### src/rtl/usb_bus_ctrl.sv
// usb_bus_ctrl: CPU bus responder for the USB window and initiator on the 16-bit async host-controller bus.
// 32-bit accesses become one or two halfword chip cycles with programmable setup/strobe/hold/recover timing.
module usb_bus_ctrl #(
  parameter int unsigned SETUP_CYCLES   = 1,
  parameter int unsigned STROBE_CYCLES  = 3,
  parameter int unsigned HOLD_CYCLES    = 1,
  parameter int unsigned RECOVER_CYCLES = 2
) (
  input  logic        clk,
  input  logic        reset_,
  input  logic        mem_cmd_sel,
  input  logic        mem_cmd_valid,
  output logic        mem_cmd_ready,
  input  logic        mem_cmd_wr,
  input  logic [19:0] mem_cmd_addr,
  input  logic [31:0] mem_cmd_wdata,
  input  logic [3:0]  mem_cmd_be,
  output logic        mem_rsp_ready,
  output logic [31:0] mem_rsp_rdata,
  output logic        usb_reset_,
  output logic        usb_cs_,
  output logic        usb_rd_,
  output logic        usb_wr_,
  output logic [16:0] usb_a,
  output logic        usb_d_oe,
  output logic [15:0] usb_d_do,
  input  logic [15:0] usb_d_di,
  input  logic        usb_irq
);

  localparam logic [2:0] ST_IDLE    = 3'd0;
  localparam logic [2:0] ST_SETUP   = 3'd1;
  localparam logic [2:0] ST_STROBE  = 3'd2;
  localparam logic [2:0] ST_HOLD    = 3'd3;
  localparam logic [2:0] ST_RECOVER = 3'd4;

  localparam logic [3:0] SETUP_LOAD   = 4'(SETUP_CYCLES - 1);
  localparam logic [3:0] STROBE_LOAD  = 4'(STROBE_CYCLES - 1);
  localparam logic [3:0] HOLD_LOAD    = 4'(HOLD_CYCLES - 1);
  localparam logic [3:0] RECOVER_LOAD = 4'(RECOVER_CYCLES - 1);

  logic [2:0]  state_r, state_s;
  logic [3:0]  cnt_r, cnt_s;
  logic        half_r, half_s;
  logic        wr_r, wr_s;
  logic [1:0]  be_hi_r, be_hi_s;
  logic [15:0] addr_hi_r, addr_hi_s;
  logic [31:0] wdata_r, wdata_s;
  logic [31:0] rdbuf_r;
  logic        irq_meta_r, irq_sync_r;
  logic        accept_s, chip_hit_s, ctrl_hit_s, cycle_act_s, unused_s;

  assign mem_cmd_ready = reset_ & (state_r == ST_IDLE);
  assign accept_s      = mem_cmd_valid & mem_cmd_sel & mem_cmd_ready;
  assign chip_hit_s    = (mem_cmd_addr[19:18] == 2'b00);
  assign ctrl_hit_s    = (mem_cmd_addr[19:18] == 2'b01);
  assign unused_s      = ^mem_cmd_addr[1:0];
  assign cycle_act_s   = (state_s == ST_SETUP) | (state_s == ST_STROBE) | (state_s == ST_HOLD);

  // Command fields: live bus values while idle, the latched copy once a chip access is running
  always_comb begin
    if (state_r == ST_IDLE) begin
      wr_s      = mem_cmd_wr;
      be_hi_s   = mem_cmd_be[3:2];
      addr_hi_s = mem_cmd_addr[17:2];
      wdata_s   = mem_cmd_wdata;
    end else begin
      wr_s      = wr_r;
      be_hi_s   = be_hi_r;
      addr_hi_s = addr_hi_r;
      wdata_s   = wdata_r;
    end
  end

  // Next-state, per-state down-counter and half selection
  always_comb begin
    state_s = state_r;
    cnt_s   = cnt_r;
    half_s  = half_r;
    case (state_r)
      ST_IDLE: begin
        if (accept_s && chip_hit_s && !(mem_cmd_wr && (mem_cmd_be == 4'b0000))) begin
          state_s = ST_SETUP;
          cnt_s   = SETUP_LOAD;
          half_s  = mem_cmd_wr && (mem_cmd_be[1:0] == 2'b00);
        end else begin
          state_s = ST_IDLE;
        end
      end
      ST_SETUP: begin
        if (cnt_r == 4'd0) begin
          state_s = ST_STROBE;
          cnt_s   = STROBE_LOAD;
        end else begin
          cnt_s = cnt_r - 4'd1;
        end
      end
      ST_STROBE: begin
        if (cnt_r == 4'd0) begin
          state_s = ST_HOLD;
          cnt_s   = HOLD_LOAD;
        end else begin
          cnt_s = cnt_r - 4'd1;
        end
      end
      ST_HOLD: begin
        if (cnt_r == 4'd0) begin
          state_s = ST_RECOVER;
          cnt_s   = RECOVER_LOAD;
        end else begin
          cnt_s = cnt_r - 4'd1;
        end
      end
      ST_RECOVER: begin
        if (cnt_r != 4'd0) begin
          cnt_s = cnt_r - 4'd1;
        end else if (!half_r && (!wr_r || (be_hi_r != 2'b00))) begin
          state_s = ST_SETUP;
          cnt_s   = SETUP_LOAD;
          half_s  = 1'b1;
        end else begin
          state_s = ST_IDLE;
        end
      end
      default: begin
        state_s = ST_IDLE;
        cnt_s   = 4'd0;
        half_s  = 1'b0;
      end
    endcase
  end

  // State, command latch, CTRL register, registered chip strobes and CPU response
  always_ff @(posedge clk) begin
    if (!reset_) begin
      state_r       <= ST_IDLE;
      cnt_r         <= 4'd0;
      half_r        <= 1'b0;
      wr_r          <= 1'b0;
      be_hi_r       <= 2'b00;
      addr_hi_r     <= 16'd0;
      wdata_r       <= 32'd0;
      rdbuf_r       <= 32'd0;
      irq_meta_r    <= 1'b0;
      irq_sync_r    <= 1'b0;
      usb_reset_    <= 1'b0;
      usb_cs_       <= 1'b1;
      usb_rd_       <= 1'b1;
      usb_wr_       <= 1'b1;
      usb_a         <= 17'd0;
      usb_d_oe      <= 1'b0;
      usb_d_do      <= 16'd0;
      mem_rsp_ready <= 1'b0;
      mem_rsp_rdata <= 32'd0;
    end else begin
      state_r       <= state_s;
      cnt_r         <= cnt_s;
      half_r        <= half_s;
      irq_meta_r    <= usb_irq;
      irq_sync_r    <= irq_meta_r;
      mem_rsp_ready <= 1'b0;

      if (accept_s) begin
        wr_r      <= wr_s;
        be_hi_r   <= be_hi_s;
        addr_hi_r <= addr_hi_s;
        wdata_r   <= wdata_s;
        if (ctrl_hit_s) begin
          if (mem_cmd_wr && mem_cmd_be[0]) begin
            usb_reset_ <= mem_cmd_wdata[0];
          end
          if (!mem_cmd_wr) begin
            mem_rsp_ready <= 1'b1;
            mem_rsp_rdata <= {30'd0, irq_sync_r, usb_reset_};
          end
        end else if (!chip_hit_s && !mem_cmd_wr) begin
          mem_rsp_ready <= 1'b1;
          mem_rsp_rdata <= 32'd0;
        end
      end

      usb_cs_  <= ~cycle_act_s;
      usb_rd_  <= ~((state_s == ST_STROBE) & ~wr_s);
      usb_wr_  <= ~((state_s == ST_STROBE) & wr_s);
      usb_d_oe <= cycle_act_s & wr_s;

      // Address and write data are set up once on SETUP entry and held through HOLD
      if ((state_s == ST_SETUP) && (state_r != ST_SETUP)) begin
        usb_a    <= {addr_hi_s, half_s};
        usb_d_do <= half_s ? wdata_s[31:16] : wdata_s[15:0];
      end

      if ((state_r == ST_STROBE) && (cnt_r == 4'd0) && !wr_r) begin
        if (half_r) begin
          rdbuf_r[31:16] <= usb_d_di;
        end else begin
          rdbuf_r[15:0] <= usb_d_di;
        end
      end

      if ((state_r == ST_HOLD) && (cnt_r == 4'd0) && half_r && !wr_r) begin
        mem_rsp_ready <= 1'b1;
        mem_rsp_rdata <= rdbuf_r;
      end
    end
  end

endmodule

### config.mk
export PLATFORM = sky130hd
export DESIGN_NAME = usb_bus_ctrl
export DESIGN_NICKNAME = d
export VERILOG_FILES = /design/src/rtl/usb_bus_ctrl.sv
export SDC_FILE = /design/constraint.sdc
export NUM_CORES = 1
export LEC_CHECK = 0
export CAP_MARGIN = 10
export CORE_MARGIN = 2
export CORE_UTILIZATION = 51
export DETAILED_ROUTE_END_ITERATION = 8
export GPL_ROUTABILITY_DRIVEN = 0
export PLACE_DENSITY = 0.84
export SYNTH_ARGS = -nofsm -noshare
export SYNTH_HDL_FRONTEND = slang
export SYNTH_SLANG_ARGS = --single-unit
### constraint.sdc
create_clock -name clk -period 2.5 [get_ports clk]
set_input_delay 0.75 -clock clk [delete_from_list [all_inputs] [get_ports clk]]
set_output_delay 0.75 -clock clk [all_outputs]
set_load 0.05 [all_outputs]
==> results.yml <==
clock_network:
  clockRootBuffer: "clkbuf_16"
  htree_levels: 4
  clock_sink_count: 164
  clock_latency_ps: 420
  cts_made_buffers: 17
  clk_pin_slew_ps: 60
  clk_path_buf_depth: 2
  tritoncts: "yes"
timing:
  rsz0062_at_grt: "false"
  setup_slack_ps: 83.1
  fin_crit_sh_pct: 96.7
  hold_ws_ps: 446
  setup_viol: 0
  worst_slew_pin_slew_ps: 1000
  max-slew-margin-rel_pct: 33.0
  max_freq_mhz: 414
  clock_skew_ps: 6.78
  finalCriticalPeriod_ps: 2420
  finalHoldViolations: 0
  tns_ps: 0
  slew_violations: 0
grt:
  grt_usage_pct: 24.6
  grt_max_degree: 93
  grt_overflow: 0
  grt_pass1_wl_um: 28200
  grt_pass1_vias: 5626
  antenna_found_initial: 2
hold_path:
  min_to: "irq_sync_r"
  min_from: "irq_meta_r"
  hold_path.class: "flip-flop to flip-flop"
  holdPathStages: 1
final_layout:
  fin_cells: 1087
  post-route-util_pct: 71.4
  area_delta_synth_final_pct: 37.8
  n_fill_cell: 907
  drive_gt1_share_pct: 13.1
  fin_nets: 977
synth:
  syn_nets: 827
  synthArstFlopShare_pct: 0
  seq_area_frac_synth_pct: 48.2
  synth_cell_types: 47
  synth-edff-count: 0
  yosysWarnings: 0
  ys.flop_type: "dfxtp_1"
  synth-seq-cells: 164
  syn_area_per_cell_um2: 9.11
  synth_cells: 747
  synth_area_um2: 6810
die:
  std_cell_rows: 42
  die_h_um: 120
  start_util_pct: 51.8
  io_pins: 150
  die_x_um: 120
  coreArea_um2: 13100
  dieArea_um2: 14300
placement:
  place_inst: 1043
  dp_slack_ps: -477
  dp_hpwl_um: 11200
  portBuffers: 147
critical_path:
  crit_arrival_ps: 1670
  crit_fanout: 43
  worstSetupEndpointType: "primary output"
  cp-start-kind: "input port"
  criticalPathCategory: "input port to primary output"
  required_ps: 1750
  worstReg2RegEnd: "rdbuf_r[30]"
  rrSetupSlack_ps: 250
  reg2reg_from: "cnt_r[0]"
  reg2reg_depth: 8
status:
  status: "finished, final reports clean"
pwr:
  p_leak_nw: 3.55
  p_per_area_nw_per_um2: 641
  max-vdd-ir-drop_mv: 0.461
routing:
  ant_nets: 0
  routed_wirelength_um: 18300
  vias: 6131
  drt-vias-per-instance: 5.64
  first_pass_iters: 5
  dr.first_iter.drc_count: 675
  wl_per_cell_um: 16.8
  drc: 0
job:
  maxCapViolations: 0
synth_stat cells, types with 10 or more instances:
library cell  count  area (um2)
nand2_1         130         488
dfxtp_1         164        3280
mux2i_1          50         500
a21boi_0         25         188
a211oi_2         10         125
buf_2            14        70.1
o221ai_1         16         140
nand2b_1         21         131
mux2_2           16         180
a21oi_1          32         160
nand4_1          16         100
o2111ai_1        16         140
a22oi_1          30         225
clkbuf_1         42         158
nor2_1           89         334
state kept, by name, summed over array words and instances, names as in the netlist:
name,flops
irq_meta_r,1
usb_a,17
rdbuf_r,32
usb_cs_,1
irq_sync_r,1
cnt_r,4
usb_reset_,1
half_r,1
usb_d_oe,1
be_hi_r,2
mem_rsp_rdata,32
wdata_r,32
usb_rd_,1
mem_rsp_ready,1
addr_hi_r,16
wr_r,1
usb_d_do,16
state_r,3
usb_wr_,1
layout make-up:
type	count	area, um2	share of cell area [%]
timing repair buffer	194	1970	21.0
clock inverter	12	144	1.53
clock buffer	19	453	4.83
antenna	2	5.00	0.0534
multi-input combinational	516	3290	35.1
inverter	4	17.5	0.187
sequential	164	3280	35.0
tap	176	220	2.35
how the worst max path moves through the flow:
stage | from | endpoint | slack [ps]
after floorplan | reset_ | mem_cmd_ready | 70
after CTS | mem_cmd_addr[18] | usb_d_do[8] | 30
after global routing | reset_ | mem_cmd_ready | 10
after global placement | mem_cmd_addr[18] | usb_d_do[8] | -380
after detailed placement | mem_cmd_addr[18] | usb_a[11] | -480
final | reset_ | mem_cmd_ready | 80
power by group:
group,switching [W],leakage [nW],internal [W],total (W)
logic,0.000361,1.95,0.000301,0.000663
registers,0.0000381,1.33,0.00268,0.00272
clock network,0.00109,0.277,0.00154,0.00263
total,0.00149,3.55,0.00452,0.00601
stage by stage:
step	cell area (um2)	total power (W)
CTS	9220	0.00603
global route	9380	0.00620
floorplan	6820	0.00314
global placement	8610	0.00340
detailed placement	8610	0.00341
finish	9380	0.00601
critical path, stage by stage:
cell and delay [ps]:
buf_2 80, buf_4 370, inv_4 90, nor3_4 210, buf_12 160
layout by cell type (no fill, tap or decap), types with 10 or more instances in the layout:
master	netlist	final
a211oi_2	10	10
a21boi_0	25	25
a21oi_1	32	31
a22oi_1	30	30
buf_4	7	35
clkbuf_16	0	19
clkdlybuf4s50_1	0	143
dfxtp_1	164	164
mux2_2	16	16
mux2i_1	50	50
nand2_1	130	130
nand2b_1	21	21
nand4_1	16	16
nor2_1	89	88
o2111ai_1	16	16
o221ai_1	16	16
cell families (layout without fill, tap and decap cells):
kind of cell	after synthesis	count (layout)	share of synthesized area, %
AND/OR/NAND/NOR	297	297	19.7
flip-flops	164	164	48.2
AO/OA/AOI/OAI	150	150	17.2
buffers and inverters	67	229	4.34
multiplexers	66	66	10.0
adder cells (fa/ha/maj)	2	2	0.368
XOR/XNOR	1	1	0.129
other	0	2	0
metal layers:
metal  GRT usage, %  share of wire, %  vias to the layer above  wire (um)
li1               -                 -                     2922          -
met1           31.1                40                     2891       7360
met2           40.9                49                      288       8870
met3           6.70               9.3                       30       1710
met4           7.87               1.8                        0        325
met5              0                 0                        -          0
timing repair:
action,4_1_cts,5_1_grt
gates resized for setup,1,7
gates cloned,0,2
endpoints found under the setup margin,10,11
hold buffers,0,0
setup buffers,0,9
pin swaps,0,5
(Power assumes the default switching activity.)
